File: config.mk
export PLATFORM = sky130hd
export DESIGN_NAME = inst_dec
export DESIGN_NICKNAME = d
export VERILOG_FILES = /design/src/rtl/inst_dec_pkg.sv /design/src/rtl/inst_dec.sv
export SDC_FILE = /design/constraint.sdc
export NUM_CORES = 1
export LEC_CHECK = 0
export ABC_AREA = 1
export CAP_MARGIN = 40
export CELL_PAD_IN_SITES_DETAIL_PLACEMENT = 2
export CELL_PAD_IN_SITES_GLOBAL_PLACEMENT = 2
export CORE_ASPECT_RATIO = 2
export CORE_UTILIZATION = 15
export DETAILED_ROUTE_END_ITERATION = 16
export PLACE_DENSITY = 0.83
export SYNTH_ARGS = -nofsm -noshare
export SYNTH_HDL_FRONTEND = slang
export SYNTH_SLANG_ARGS = --single-unit
File: constraint.sdc
create_clock -name I_clk -period 0.8 [get_ports I_clk]
set_input_delay 0.16 -clock I_clk [delete_from_list [all_inputs] [get_ports I_clk]]
set_output_delay 0.16 -clock I_clk [all_outputs]
set_load 0.01 [all_outputs]
File: src/rtl/inst_dec_pkg.sv
// Shared decode constants for the 16-bit RISC core: opcode map, instruction field
// positions and the register-write qualifier also used by hazard logic.
package inst_dec_pkg;

  localparam logic [3:0] OP_NOP   = 4'h0;
  localparam logic [3:0] OP_ADD   = 4'h1;
  localparam logic [3:0] OP_SUB   = 4'h2;
  localparam logic [3:0] OP_AND   = 4'h3;
  localparam logic [3:0] OP_OR    = 4'h4;
  localparam logic [3:0] OP_XOR   = 4'h5;
  localparam logic [3:0] OP_NOT   = 4'h6;
  localparam logic [3:0] OP_SHL   = 4'h7;
  localparam logic [3:0] OP_SHR   = 4'h8;
  localparam logic [3:0] OP_LOADI = 4'h9;
  localparam logic [3:0] OP_LOAD  = 4'hA;
  localparam logic [3:0] OP_STORE = 4'hB;
  localparam logic [3:0] OP_CMP   = 4'hC;
  localparam logic [3:0] OP_JUMP  = 4'hD;
  localparam logic [3:0] OP_BEQ   = 4'hE;
  localparam logic [3:0] OP_HALT  = 4'hF;

  localparam int unsigned OPC_HI = 15;
  localparam int unsigned OPC_LO = 12;
  localparam int unsigned D_HI   = 11;
  localparam int unsigned D_LO   = 8;
  localparam int unsigned A_HI   = 7;
  localparam int unsigned A_LO   = 4;
  localparam int unsigned B_HI   = 3;
  localparam int unsigned B_LO   = 0;
  localparam int unsigned IMM_HI = 7;
  localparam int unsigned IMM_LO = 0;

  // ALU ops and both loads write a destination register; the rest do not.
  function automatic logic regwe_of(input logic [3:0] opc);
    return (opc >= OP_ADD) && (opc <= OP_LOAD);
  endfunction

endpackage

File: src/rtl/inst_dec.sv
// Instruction decode stage: splits the fetched word into ALU op, register selects,
// sign-extended immediate and register write enable, all registered behind I_en.
module inst_dec
  import inst_dec_pkg::*;
#(
  parameter int unsigned DATA_W    = 16,
  parameter int unsigned REG_SEL_W = 4
) (
  input  logic                 I_clk,
  input  logic                 I_rstn,
  input  logic                 I_en,
  input  logic [DATA_W-1:0]    I_inst,
  output logic [3:0]           O_aluop,
  output logic [REG_SEL_W-1:0] O_selA,
  output logic [REG_SEL_W-1:0] O_selB,
  output logic [REG_SEL_W-1:0] O_selD,
  output logic [DATA_W-1:0]    O_imm,
  output logic                 O_regwe
);

  logic [3:0]           aluop_d, aluop_q;
  logic [REG_SEL_W-1:0] sela_d, sela_q;
  logic [REG_SEL_W-1:0] selb_d, selb_q;
  logic [REG_SEL_W-1:0] seld_d, seld_q;
  logic [DATA_W-1:0]    imm_d, imm_q;
  logic                 regwe_d, regwe_q;

  // Fields are extracted regardless of opcode; later stages ignore what they don't need.
  always_comb begin
    aluop_d = I_inst[OPC_HI:OPC_LO];
    seld_d  = I_inst[D_HI:D_LO];
    sela_d  = I_inst[A_HI:A_LO];
    selb_d  = I_inst[B_HI:B_LO];
    imm_d   = {{(DATA_W - 8){I_inst[IMM_HI]}}, I_inst[IMM_HI:IMM_LO]};
    regwe_d = regwe_of(aluop_d);
  end

  always_ff @(posedge I_clk) begin
    if (!I_rstn) begin
      aluop_q <= '0;
      sela_q  <= '0;
      selb_q  <= '0;
      seld_q  <= '0;
      imm_q   <= '0;
      regwe_q <= 1'b0;
    end else if (I_en) begin
      aluop_q <= aluop_d;
      sela_q  <= sela_d;
      selb_q  <= selb_d;
      seld_q  <= seld_d;
      imm_q   <= imm_d;
      regwe_q <= regwe_d;
    end
  end

  assign O_aluop = aluop_q;
  assign O_selA  = sela_q;
  assign O_selB  = selb_q;
  assign O_selD  = seld_q;
  assign O_imm   = imm_q;
  assign O_regwe = regwe_q;

endmodule

==> results.md <==
* Status: finished with violations
* Failing checks: setup timing
* WP data required at 640 ps
* Post-route minimum period at 1020 ps
* Critical path class: flip-flop to output port
* Peak supply drop at 1.27 mV
* RSZ-0062 raised after global routing: true
* Worst r2r src: O_selA[3]
* Critical R2R Capture: O_selA[3]
* First-pass GRT wire length at 4750 um
* GRT Residual Overflow at 0
* Cell area after layout at between 0.001 and 0.0015 mm2
* Cell Area, Synth at around 740 um2
* CTS root buf: clkbuf_8
* Syn nets at ~110
* Synth-to-Final Area Change at 100%
* Nets at ~170
* Maximum clock rate at 981 MHz
* Post-synth top area cell: dfxtp_1
* Hold endpoint: O_aluop[1]
* Tot GR Track Use at 0.126
* Worst Hold Depth at 3
* Num ports at 52
* Crit start category: flip-flop
* DR top layer: met4
* H-tree Lvls at 1
* DP HPWL at 2060 um
* Fin Setup TNS at -3910 ps
* Clk_lat worst skew at 250 ps
* Synth Instances at 94
* Final setup vio count at 34
* Clock buffer depth at 2
* Max incr delay on CP at 360 ps
* 1st-iter DRT viols at 4
* Antenna cells at 0
* Pin slew with the least headroom to its limit at around 220 ps
* Die Width at just over 50 um
* Total Power at roughly 2.3 mW
* Layout cells sized above 1 at 0.534
* Max cap viols at 0
* Sequential area share after synthesis at 0.457
* ANT nets after route at 0
* Post-layout util at 0.318
* Core ar. at between 0.004 and 0.005 mm2
* Max-slew violation count at 0
* CTS tree: yes
* Critical Path AT at between 800 and 900 ps
* Clk slew on worst S/H paths at ~70 ps
* CP Cell Sequence: buf_12, buf_6
* Met2 WL at approximately 1900 um
* Relative slew margins at 0.851
* Fillers at approximately 530
* #FFs+latches synth at 17
* Vias per inst at between 3 and 4
* Min-Delay Path Class: primary input to flip-flop
* HP Start: I_inst[13]
* GPL Wtd Cong at 0.650
* # port buffers at 51
* Routed WL per cell at about 15 um
* Num CTS Buffers at 3
* Routed wire length at 3050 um
* Die area at around 0.0053 mm2
* Vias at ~800
* Cell Rows at 35
* Endpoints failing hold at 0
* Largest net degree at the start of global routing at 11
* Critical path peak fanout at 6
* Initial antenna violation count at 0
* Most common cell after layout, fill and taps aside: buf_6
* Yosys warns at 0
* DR pass1 iterations at 2
* Slowest library cell on the worst path: dfxtp_4
* Distinct cells, synth at 12
* Vias in the first global route at slightly above 900
* Post-DP Area at roughly 0.0012 mm2
* Final period util at 1.27
* Met1 wire length at between 900 and 1000 um
* Syn_area_per_cell at between 7 and 8 um2
* Clock Sinks at 17
* R2r worst-path depth at 4
* LEAKAGE at 0.701 nW
* Clock skew at 0 ps
* Routed wl met3 at roughly 95 um
* DRC violations left at 0
* Post-route setup slack at -219 ps
* Initial Utilization at 0.159
* Reg2reg setup slack at -80 ps
* Critical Path End Type: output port
* Power Density at about 1500 mW/mm2
* Top cell type's share of synthesized area at 0.457
* Die Height at roughly 100 um
* Placement Setup Slack at -527 ps
* Commonest cells after routing, fill and taps aside: 36 x buf_6, 28 x nor2_1, 14 x dfxtp_2, 12 x clkdlybuf4s50_1, 10 x buf_4
* Largest cells by area after synthesis: dfxtp_1 46%, buf_4 17%, nor2_1 15%
## registers in the layout, summed over array words and instances (netlist names)
register and count:
O_selA 4, O_selD 4, O_aluop 4, O_regwe 1
O_selB 3, O_imm 1
## cells in the mapped netlist
cell	count
nor2_1	30
nand2_1	3
buf_4	17
buf_6	3
o21ai_1	6
inv_2	1
o21a_1	1
inv_1	2
nand3_1	1
a21oi_1	3
dfxtp_1	17
o21ai_0	10
## power by group
| part | switching, mW | leakage [nW] | internal [mW] |
|---|---|---|---|
| combinational | 0.255 | 0.528 | 0.407 |
| sequential | 0.0575 | 0.147 | 0.914 |
| clock | 0.323 | 0.0255 | 0.346 |
## critical path, delay by kind of cell, from the launching register on
kind                   cells  cell delay (ps)
DFF                        1              360
buffers and inverters      2              250
## cell families after synthesis
group / share of synthesized area
simple gates: 0.173
buf+inv: 0.232
flops: 0.457
compound gates: 0.138
## metal layers
layer	GRT usage	up-vias
li1	-	385
met1	0.117	376
met2	0.262	26
met3	0.0165	6
met4	0.0437	0
met5	0	-
## per-stage QoR
stage          std cells  hold WS [ps]
6_report             201           248
5_1_grt              201           258
4_1_cts              199           390
3_5_place_dp         187           500
3_3_place_gp         187           484
2_1_floorplan         94           288
## what timing repair did
action	CTS	global route
hold buffers	0	0
pin swaps	0	5
buffers inserted	6	3
setup endpoints to repair	50	39
gates resized for setup	192	13
cloned	2	0
## layout make-up
class                           instances  area (um2)  share of cell area
Timing Repair Buffer                   68         743               0.499
Sequential cell                        17         369               0.248
Multi-Input combinational cell         54         251               0.169
Tap cell                               55        68.8              0.0462
Clock buffer                            3        41.3              0.0277
Inverter                                3        11.3             0.00756
Clock inverter                          1        5.00             0.00336
## worst max-delay path by stage
| stage | from | end | slack, ps | cells after the start |
|---|---|---|---|---|
| floorplan | O_selA[3] | O_imm[10] | 90 | 1 |
| detailed placement | I_en | O_regwe | -530 | 5 |
| finish | O_selA[3] | O_selA[3] | -220 | 2 |
| global placement | I_en | O_regwe | -430 | 5 |
| CTS | O_selA[3] | O_selA[3] | -220 | 2 |
| global route | O_selA[3] | O_imm[12] | -240 | 2 |
(Power assumes the default switching activity.)
